$ cat config.mk
export PLATFORM = sky130hd
export DESIGN_NAME = word_tokenizer_flat
export DESIGN_NICKNAME = d
export VERILOG_FILES = /design/src/rtl/word_tokenizer_if.sv /design/src/rtl/word_tokenizer.sv /design/src/flat_wrapper.sv
export SDC_FILE = /design/constraint.sdc
export NUM_CORES = 2
export LEC_CHECK = 0
export BUFFER_PORTS_ARGS = -buffer_cell sky130_fd_sc_hd__buf_2
export CAP_MARGIN = 10
export CORE_MARGIN = 4
export CORE_UTILIZATION = 53
export DETAILED_ROUTE_END_ITERATION = 10
export GPL_ROUTABILITY_DRIVEN = 0
export PLACE_DENSITY = 0.82
export REMOVE_ABC_BUFFERS = 1
export SETUP_SLACK_MARGIN = 0.02
export SYNTH_ARGS = -nofsm -noshare
export SYNTH_HDL_FRONTEND = slang
export SYNTH_SLANG_ARGS = --single-unit
$ cat constraint.sdc
create_clock -name i_clk -period 17.4 [get_ports i_clk]
set_input_delay 0.87 -clock i_clk [delete_from_list [all_inputs] [get_ports i_clk]]
set_output_delay 0.87 -clock i_clk [all_outputs]
set_load 0.03 [all_outputs]
$ cat src/rtl/word_tokenizer_if.sv
// Byte-stream in / word-token out bundle between the UART receiver and the opcode stage.
// The tokenizer sits on the slave side; the byte source and the token consumer sit on the master side.
interface word_tokenizer_if #(
    parameter int unsigned WIDTH = 32,
    parameter int unsigned DATA  = 32
);
    localparam int unsigned WIDTH_BITS = $clog2(WIDTH) + 1;

    logic                       i_valid;
    logic [7:0]                 i_data;
    logic [WIDTH-1:0][7:0]      o_word;
    logic [WIDTH_BITS-1:0]      o_len;
    logic                       o_valid;
    logic                       o_is_num;
    logic [DATA-1:0]            o_num;
    logic                       o_err;

    modport master (
        output i_valid, i_data,
        input  o_word, o_len, o_valid, o_is_num, o_num, o_err
    );

    modport slave (
        input  i_valid, i_data,
        output o_word, o_len, o_valid, o_is_num, o_num, o_err
    );
endinterface

$ cat src/rtl/word_tokenizer.sv
// Splits a byte stream into whitespace-delimited words, flags decimal literals and their value,
// and drops words longer than WIDTH characters with an error strobe.
module word_tokenizer #(
    parameter int unsigned WIDTH = 32,
    parameter int unsigned DATA  = 32
) (
    input logic           i_clk,
    input logic           i_reset,
    word_tokenizer_if.slave bus
);
    localparam int unsigned WIDTH_BITS = $clog2(WIDTH) + 1;

    typedef enum logic [1:0] {StSkip, StAccum, StDiscard} state_e;

    state_e                  state_q, state_d;
    logic [WIDTH_BITS-1:0]   len_q, len_d;
    logic [WIDTH-1:0][7:0]   buf_q, buf_d;
    logic                    neg_q, neg_d;
    logic                    num_ok_q, num_ok_d;
    logic                    has_digit_q, has_digit_d;
    logic [DATA-1:0]         acc_q, acc_d;

    logic [WIDTH-1:0][7:0]   word_q, word_d;
    logic [WIDTH_BITS-1:0]   out_len_q, out_len_d;
    logic                    is_num_q, is_num_d;
    logic [DATA-1:0]         num_q, num_d;
    logic                    valid_q, valid_d;
    logic                    err_q, err_d;

    logic                    is_delim;
    logic                    is_digit;
    logic [DATA-1:0]         digit_val;
    logic                    word_is_num;

    always_comb begin
        is_delim  = (bus.i_data == 8'h20) || (bus.i_data == 8'h09) ||
                    (bus.i_data == 8'h0A) || (bus.i_data == 8'h0D);
        is_digit  = (bus.i_data >= 8'h30) && (bus.i_data <= 8'h39);
        digit_val = DATA'(bus.i_data - 8'h30);
        word_is_num = num_ok_q && has_digit_q;
    end

    always_comb begin
        state_d     = state_q;
        len_d       = len_q;
        buf_d       = buf_q;
        neg_d       = neg_q;
        num_ok_d    = num_ok_q;
        has_digit_d = has_digit_q;
        acc_d       = acc_q;
        word_d      = word_q;
        out_len_d   = out_len_q;
        is_num_d    = is_num_q;
        num_d       = num_q;
        valid_d     = 1'b0;
        err_d       = 1'b0;

        if (bus.i_valid) begin
            case (state_q)
                StSkip: begin
                    if (!is_delim) begin
                        // Clearing on word start keeps entries past len at 0x00 when emitted.
                        buf_d       = '0;
                        buf_d[0]    = bus.i_data;
                        len_d       = WIDTH_BITS'(1);
                        state_d     = StAccum;
                        neg_d       = (bus.i_data == 8'h2D);
                        num_ok_d    = (bus.i_data == 8'h2D) || is_digit;
                        has_digit_d = is_digit;
                        acc_d       = is_digit ? digit_val : '0;
                    end
                end
                StAccum: begin
                    if (is_delim) begin
                        state_d   = StSkip;
                        valid_d   = 1'b1;
                        word_d    = buf_q;
                        out_len_d = len_q;
                        is_num_d  = word_is_num;
                        num_d     = !word_is_num ? '0 : (neg_q ? -acc_q : acc_q);
                    end else if (len_q == WIDTH_BITS'(WIDTH)) begin
                        state_d = StDiscard;
                    end else begin
                        for (int i = 0; i < int'(WIDTH); i++) begin
                            if (len_q == WIDTH_BITS'(i)) buf_d[i] = bus.i_data;
                        end
                        len_d = len_q + WIDTH_BITS'(1);
                        if (is_digit) begin
                            acc_d       = acc_q * DATA'(10) + digit_val;
                            has_digit_d = 1'b1;
                        end else begin
                            num_ok_d = 1'b0;
                        end
                    end
                end
                StDiscard: begin
                    if (is_delim) begin
                        state_d = StSkip;
                        err_d   = 1'b1;
                    end
                end
                default: state_d = StSkip;
            endcase
        end
    end

    always_ff @(posedge i_clk or posedge i_reset) begin
        if (i_reset) begin
            state_q     <= StSkip;
            len_q       <= '0;
            buf_q       <= '0;
            neg_q       <= 1'b0;
            num_ok_q    <= 1'b0;
            has_digit_q <= 1'b0;
            acc_q       <= '0;
            word_q      <= '0;
            out_len_q   <= '0;
            is_num_q    <= 1'b0;
            num_q       <= '0;
            valid_q     <= 1'b0;
            err_q       <= 1'b0;
        end else begin
            state_q     <= state_d;
            len_q       <= len_d;
            buf_q       <= buf_d;
            neg_q       <= neg_d;
            num_ok_q    <= num_ok_d;
            has_digit_q <= has_digit_d;
            acc_q       <= acc_d;
            word_q      <= word_d;
            out_len_q   <= out_len_d;
            is_num_q    <= is_num_d;
            num_q       <= num_d;
            valid_q     <= valid_d;
            err_q       <= err_d;
        end
    end

    assign bus.o_word   = word_q;
    assign bus.o_len    = out_len_q;
    assign bus.o_is_num = is_num_q;
    assign bus.o_num    = num_q;
    assign bus.o_valid  = valid_q;
    assign bus.o_err    = err_q;
endmodule

$ cat src/flat_wrapper.sv
// flat-port wrapper written by rule: the top's interface ports become plain ports
module word_tokenizer_flat 
#(
    parameter int unsigned WIDTH = 32,
    parameter int unsigned DATA  = 32
)
  (i_clk, i_reset, bus_i_valid, bus_i_data, bus_o_word, bus_o_len, bus_o_valid, bus_o_is_num, bus_o_num, bus_o_err);
  word_tokenizer_if #(.WIDTH(WIDTH), .DATA(DATA)) bus_i ();
  input logic i_clk;
  input logic i_reset;
  input wire logic [$bits(bus_i.i_valid)-1:0] bus_i_valid;
  input wire logic [$bits(bus_i.i_data)-1:0] bus_i_data;
  output wire logic [$bits(bus_i.o_word)-1:0] bus_o_word;
  output wire logic [$bits(bus_i.o_len)-1:0] bus_o_len;
  output wire logic [$bits(bus_i.o_valid)-1:0] bus_o_valid;
  output wire logic [$bits(bus_i.o_is_num)-1:0] bus_o_is_num;
  output wire logic [$bits(bus_i.o_num)-1:0] bus_o_num;
  output wire logic [$bits(bus_i.o_err)-1:0] bus_o_err;
  assign bus_i.i_valid = bus_i_valid;
  assign bus_i.i_data = bus_i_data;
  assign bus_o_word = bus_i.o_word;
  assign bus_o_len = bus_i.o_len;
  assign bus_o_valid = bus_i.o_valid;
  assign bus_o_is_num = bus_i.o_is_num;
  assign bus_o_num = bus_i.o_num;
  assign bus_o_err = bus_i.o_err;
  word_tokenizer #(.WIDTH(WIDTH), .DATA(DATA)) u_core (.i_clk(i_clk), .i_reset(i_reset), .bus(bus_i));
endmodule
== Yosys cells after proc, flatten, opt, wreduce, memory -nomap -nowiden ==
Cells that the tools add are included.

* $add $sub $neg: 4
* Multiply operators: 1
* Divide/modulo/power cells: 0
* $lt $le $gt $ge: 2
* Eq/ne operators: 78
* Shifts and indexed selects: 0
* Muxes and demuxes: 68
* Bitwise logic cells: 1
* Reduce and logical (&&, ||, !) cells: 47

{| class="wikitable"
|+ Operator list
! operator !! count
|-
| 256-bit 2-to-1 mux || 3
|-
| 256-bit case mux with 2 select lines || 1
|-
| 8-bit 2-to-1 mux || 32
|-
| 32-bit 2-to-1 mux || 7
|-
| 6-bit AND reduction || 34
|-
| 6-bit by 5-bit equality test with 1-bit output, second input constant || 16
|-
| 2-bit by 1-bit != test with 1-bit output, second input constant || 34
|-
| 32-bit case mux with 2 select lines || 1
|-
| 6-bit by 4-bit equality test with 1-bit output, second input constant || 8
|-
| 32-bit adder || 1
|-
| 32-bit by 3-bit multiplier with 31-bit output, second input constant || 1
|-
| 32-bit negation || 1
|-
| 6-bit by 3-bit equality test with 1-bit output, second input constant || 4
|-
| 8-bit by 4-bit equality test with 1-bit output, second input constant || 3
|-
| 6-bit 2-to-1 mux || 3
|-
| 8-bit by 6-bit equality test with 1-bit output, second input constant || 2
|-
| 1-bit 2-to-1 mux || 13
|-
| 6-bit by 2-bit equality test with 1-bit output, second input constant || 2
|-
| 6-bit case mux with 2 select lines || 1
|-
| 8-bit by 6-bit subtractor with 9-bit output, second input constant || 1
|-
| 8-bit by 6-bit >= comparator with 1-bit output, second input constant || 1
|-
| 8-bit by 6-bit <= comparator with 1-bit output, second input constant || 1
|-
| 2-bit 2-to-1 mux || 4
|-
| 2-bit != test, second input constant || 4
|-
| other kinds (17) || 23
|}

* Register bits after elaboration: 596
* Latch bits: 0
* Memory bits (writable): 0
* Memory bits (read-only): 0
* Bits of input ports: 11
* Output and inout bits: 297
* Word-level logic and storage cells: 276
* Memories: 0

== Logic depth before layout (Yosys ltp) ==
* Depth after elaboration: 7
* Mapped depth: 22
* Gate-level depth less buffers: 22

== Worst setup path before layout ==
No wires, ideal clock.

* Path kind: input -> register
* Start point: in bus_i_data[4]
* End point: reg u_core.acc_q[31]
* Setup time: 0.094 ns
* Arrival: 5.087 ns
* Data required time: 17.306 ns
* Path slack: 12.219 ns
* Cell stages on the path: 12
* Path buffers: 0
* Path through: ha_1 > nor3_1 > ha_1 > a21o_1 > a21o_1 > a221oi_1 > or2_2 > a31oi_1 > a311o_1 > xnor2_1 > xnor2_1 > a211oi_1

* Longest elaborated chain between the ends: 6

{| class="wikitable"
|+ Ends and longest elaborated chain
! item !! RTL line !! source
|-
| from (decl) || flat_wrapper.sv:12 || <nowiki>input wire logic [$bits(bus_i.i_data)-1:0] bus_i_data;</nowiki>
|-
| 8-bit by 6-bit subtractor with 9-bit output, or another cell as far along || word_tokenizer.sv:39 || <nowiki>digit_val = DATA'(bus.i_data - 8'h30);</nowiki>
|-
| 32-bit adder / 1-bit logical OR (equally long branches) || word_tokenizer.sv:89, word_tokenizer.sv:36 ||
|-
| 32-bit 2-to-1 mux / 1-bit logical OR (equally long branches) || word_tokenizer.sv:88, word_tokenizer.sv:36 ||
|-
| 32-bit 2-to-1 mux / 1-bit logical OR (equally long branches) || word_tokenizer.sv:81, word_tokenizer.sv:37 ||
|-
| 32-bit 2-to-1 mux / 2-bit != test (equally long branches) || -- ||
|-
| 32-bit case mux with 2 select lines / 6-bit AND reduction (equally long branches) || -- ||
|-
| to (signal assigned) || word_tokenizer.sv:115 || <nowiki>acc_q <= '0;</nowiki>
|-
| to (signal assigned) || word_tokenizer.sv:129 || <nowiki>acc_q <= acc_d;</nowiki>
|-
| to (decl) || word_tokenizer.sv:21 || <nowiki>logic [DATA-1:0] acc_q, acc_d;</nowiki>
|}

Parallel ways exist; a longest one is shown, timed or not. The select of a mux whose other input is x is not followed.
A chain may end at the register's enable or synchronous reset.

== Worst setup path in the final report ==
* Start point: reg u_core.acc_q[3]
* End point: reg u_core.acc_q[31]

* Longest elaborated chain between the ends: 6

{| class="wikitable"
|+ Ends and longest elaborated chain
! item !! RTL line !! source
|-
| 32-bit by 3-bit multiplier with 31-bit output || word_tokenizer.sv:89 || <nowiki>acc_d = acc_q * DATA'(10) + digit_val;</nowiki>
|-
| 32-bit adder || word_tokenizer.sv:89 ||
|-
| 32-bit 2-to-1 mux || word_tokenizer.sv:88 || <nowiki>if (is_digit) begin</nowiki>
|-
| 32-bit 2-to-1 mux || word_tokenizer.sv:81 || <nowiki>end else if (len_q == WIDTH_BITS'(WIDTH)) begin</nowiki>
|-
| 32-bit 2-to-1 mux || word_tokenizer.sv:74 || <nowiki>if (is_delim) begin</nowiki>
|-
| 32-bit case mux with 2 select lines || word_tokenizer.sv:59 || <nowiki>case (state_q)</nowiki>
|}

No other way between the ends. The select of a mux whose other input is x is not followed.

==> results.py <==
metrics = {
    "status": {
        "status": "complete, no violations",
    },
    "synthesis": {
        "netlist_area_um2": 26000,
        "synthCells": 2841,
        "synth_top_area_frac": 0.575,
        "netlist-cell-type-count": 68,
        "synth.area.top_cells": "dfrtp_1 (57%), nand2_1 (17%), o21ai_0 (6.7%)",
        "synthArstFlopShare": 1.00,
        "synth_top_cell_by_area": "dfrtp_1",
        "synth_area_per_cell_um2": 9.14,
        "synth-seq-area-share": 0.575,
        "ys_ff_latch": 596,
        "yosys_warnings": 0,
        "ys_dominant_reg_cell": "dfrtp_1",
        "synth_edf_count": 0,
    },
    "global_routing": {
        "grt_pass1_vias": 21300,
        "grt_overflow": 0,
        "busiest_layer": "met2",
        "use_met3": 0.0420,
        "grt_pass1_wl_mm": 115,
        "antenna_found_initial": 4,
        "grt_max_degree": 209,
        "met1_usage": 0.357,
        "met2_usage": 0.449,
        "track_usage": 0.267,
    },
    "timing": {
        "fin_skew_ns": 0.0361,
        "slew_viol_final": 0,
        "setup_viol": 0,
        "rsz0062_at_grt": "false",
        "finalCritPeriodShare": 0.336,
        "worstMarginPinSlew_ns": 1.20,
        "fmax_ghz": 0.171,
        "fin_crit_ns": 5.85,
        "hold_viol": 0,
        "max_slew_margin": 0.203,
        "tns_ns": 0,
    },
    "setup_path": {
        "timing.critical_path.required_ns": 17.92,
        "critPathLaunchType": "register",
        "crit_fanout": 7,
        "path_class": "register to register",
        "slowest_stage": "o41ai_1",
        "cp_slowest_stage_delay_ns": 0.64,
        "critPathBufInv": 0,
        "arrival_ns": 6.36,
        "cp_cell_sequence": "ha_1 -> ha_1 -> fa_1 -> a21o_1 -> a21oi_1 -> o21ai_1 -> o31a_1 -> o41ai_1 -> o211ai_1 -> o2111ai_1 -> a31oi_1 -> xor2_1 -> ha_1 -> a21oi_1 -> o21ai_1 -> a21oi_1 -> nor2b_1 -> a311o_1 -> xnor2_1 -> xnor2_1 -> a211oi_1",
        "crit_family": "compound AO/OA/AOI/OAI gates",
        "worst_setup_path_end_kind": "register",
    },
    "placement": {
        "dp_cells": 3634,
        "post-dp-hpwl_mm": 45.6,
        "portBuffers": 307,
    },
    "cells_and_area": {
        "nets": 3187,
        "stdcell_count": 3744,
        "drive_gt1_frac": 0.144,
        "synthToLayoutAreaGrowth_pct": 15.6,
    },
    "floorplanning": {
        "row_count": 80,
        "die-area_um2": 52600,
        "io_pins": 308,
        "start_util": 0.540,
        "fp.coreArea_um2": 48000,
        "fp.dieW_um": 229,
        "die_y_um": 229,
    },
    "clock_network": {
        "clk_transition_reported_paths_ns": 0.07,
        "holdBufCountCts": 0,
        "cts_max_path_buffers": 3,
        "cts_num_sinks": 596,
        "cts_buffers": 57,
        "root_buffer": "clkbuf_16",
        "cts_tree": "yes",
        "cts.htree.levels": 2,
        "cts-resized-gates": 0,
        "insertion_delay_ns": 0.63,
        "post_cts_buffers": 0,
    },
    "power_and_ir_drop": {
        "power_leakage_nw": 16.1,
        "pwr_density_cell_nw_per_um2": 172,
        "ir_drop_v": 0.000121,
    },
    "detailed_routing": {
        "drt-initial-drc-count": 1693,
        "drc_errors": 0,
        "routed_wl_mm": 70.7,
        "antenna_left": 0,
        "drtPass1Iterations": 6,
        "vias": 21300,
        "avgViaCountPerCell": 5.69,
        "detail_route.wl_per_cell_um": 18.9,
    },
    "worst_hold_path": {
        "hold_class": "input port to async pin",
    },
    "flow_run": {
        "max_cap_viol_count": 0,
    },
}
placed cells by master (no fill, tap or decap), types with 12 or more instances in the layout:
cell type / n
a21o_1: 21
a21oi_1: 68
buf_2: 307
buf_4: 18
clkbuf_16: 57
clkbuf_8: 17
clkinv_2: 12
dfrtp_1: 596
ha_1: 95
inv_1: 25
nand2_1: 1164
nand2b_1: 12
nand3_1: 14
nor2_1: 66
nor2b_1: 12
nor3_1: 17
o21ai_0: 349
o21ai_1: 15
o31ai_1: 14
xnor2_1: 36
xor2_1: 44
synth_stat cells (all sizes together) (2+ instances only):
| cell | n |
|---|---|
| a21oi | 70 |
| or2 | 4 |
| a21boi | 2 |
| or4 | 3 |
| fa | 2 |
| a211o | 3 |
| xor2 | 44 |
| nor2b | 12 |
| xnor2 | 36 |
| o21ai | 364 |
| and3 | 5 |
| or3 | 7 |
| inv | 27 |
| nand2b | 14 |
| buf | 8 |
| a41oi | 2 |
| a21o | 21 |
| nand4 | 8 |
| nand3 | 15 |
| ha | 95 |
| o41ai | 5 |
| o21bai | 5 |
| mux2 | 5 |
| mux2i | 2 |
| nand4b | 2 |
| a221oi | 2 |
| and4 | 3 |
| o31a | 3 |
| clkbuf | 141 |
| a31oi | 9 |
| o22ai | 7 |
| o21a | 8 |
| nor2 | 67 |
| nor3 | 19 |
| nor4 | 6 |
| o2111ai | 2 |
| o211ai | 5 |
| nand2 | 1165 |
| and2 | 3 |
| o31ai | 16 |
| o22a | 2 |
| nor3b | 6 |
| dfrtp | 596 |
| a211oi | 10 |
flip-flops by register name (all words and copies together) (netlist names), 2 cells and up:
register / flops
u_core.buf_q: 256
u_core.bus.o_word: 256
u_core.acc_q: 32
u_core.bus.o_num: 32
u_core.bus.o_len: 6
u_core.len_q: 6
u_core.state_q: 2
logic make-up after synthesis:
group                      count (synthesis)  synth area share
buffers and inverters                    176            0.0257
muxes                                      7           0.00294
DFF                                      596             0.575
adders and majority gates                 97            0.0473
AOI/OAI and AO/OA                        543             0.117
and+or+nand+nor                         1342             0.205
xor gates and xnor gates                  80            0.0270
routing by layer:
layer / share of wire / up-vias
met5: 0.00038 / -
met2: 0.49 / 773
met4: 0.034 / 4
met3: 0.067 / 174
met1: 0.41 / 10600
li1: - / 9792
power by group:
part / internal [mW] / switching (mW)
Sequential: 1.60 / 0.188
Combinational: 0.791 / 1.25
Clock: 0.784 / 0.544
worst paths after layout:
kind / cells after the start / startpoint / slack, ns / endpoint
max: 21 / u_core.acc_q[3] / 11.55 / u_core.acc_q[31]
min: 2 / i_reset / 0.38 / u_core.buf_q[185]
max reg2reg: 21 / u_core.acc_q[3] / 11.55 / u_core.acc_q[31]
min reg2reg: 2 / u_core.buf_q[60] / 0.44 / u_core.bus.o_word[60]
max in group asynchronous: 5 / i_reset / 13.59 / u_core.bus.o_word[97]
min in group i_clk: 2 / u_core.buf_q[60] / 0.44 / u_core.bus.o_word[60]
worst reg2reg max path, stage by stage, from the launching register on:
cell	delay, ns
dfrtp_1	0.44
ha_1	0.31
ha_1	0.25
fa_1	0.40
a21o_1	0.17
a21oi_1	0.22
o21ai_1	0.14
o31a_1	0.30
o41ai_1	0.64
o211ai_1	0.29
o2111ai_1	0.35
a31oi_1	0.14
xor2_1	0.17
ha_1	0.37
a21oi_1	0.24
o21ai_1	0.13
a21oi_1	0.21
nor2b_1	0.09
a311o_1	0.34
xnor2_1	0.21
xnor2_1	0.09
a211oi_1	0.25
area by class of cell:
class / instances / area, um2
multi-input combinational: 2069 / 10400
inverter: 27 / 116
antenna: 1 / 2.50
clock inverter: 26 / 370
fill: 3734 / 18000
clock buffer: 82 / 1690
tap: 615 / 769
timing repair buffer: 328 / 1730
sequential: 596 / 14900
per-stage QoR:
| stage | hold WS, ns | area [um2] | utilization | setup slack (ns) | power, mW |
|---|---|---|---|---|---|
| after global routing | 0.448 | 30000 | 0.625 | 11.27 | 5.49 |
| final | 0.384 | 30000 | 0.625 | 11.55 | 5.16 |
| after floorplan | 0.433 | 25400 | - | -0.151 | 3.29 |
| after detailed placement | 0.450 | 27900 | 0.581 | 11.72 | 3.79 |
| after global placement | 0.444 | 27900 | 0.581 | 11.83 | 3.69 |
| after CTS | 0.389 | 30000 | 0.624 | 11.66 | 5.14 |
No activity file was read; power rests on OpenSTA's default activity.
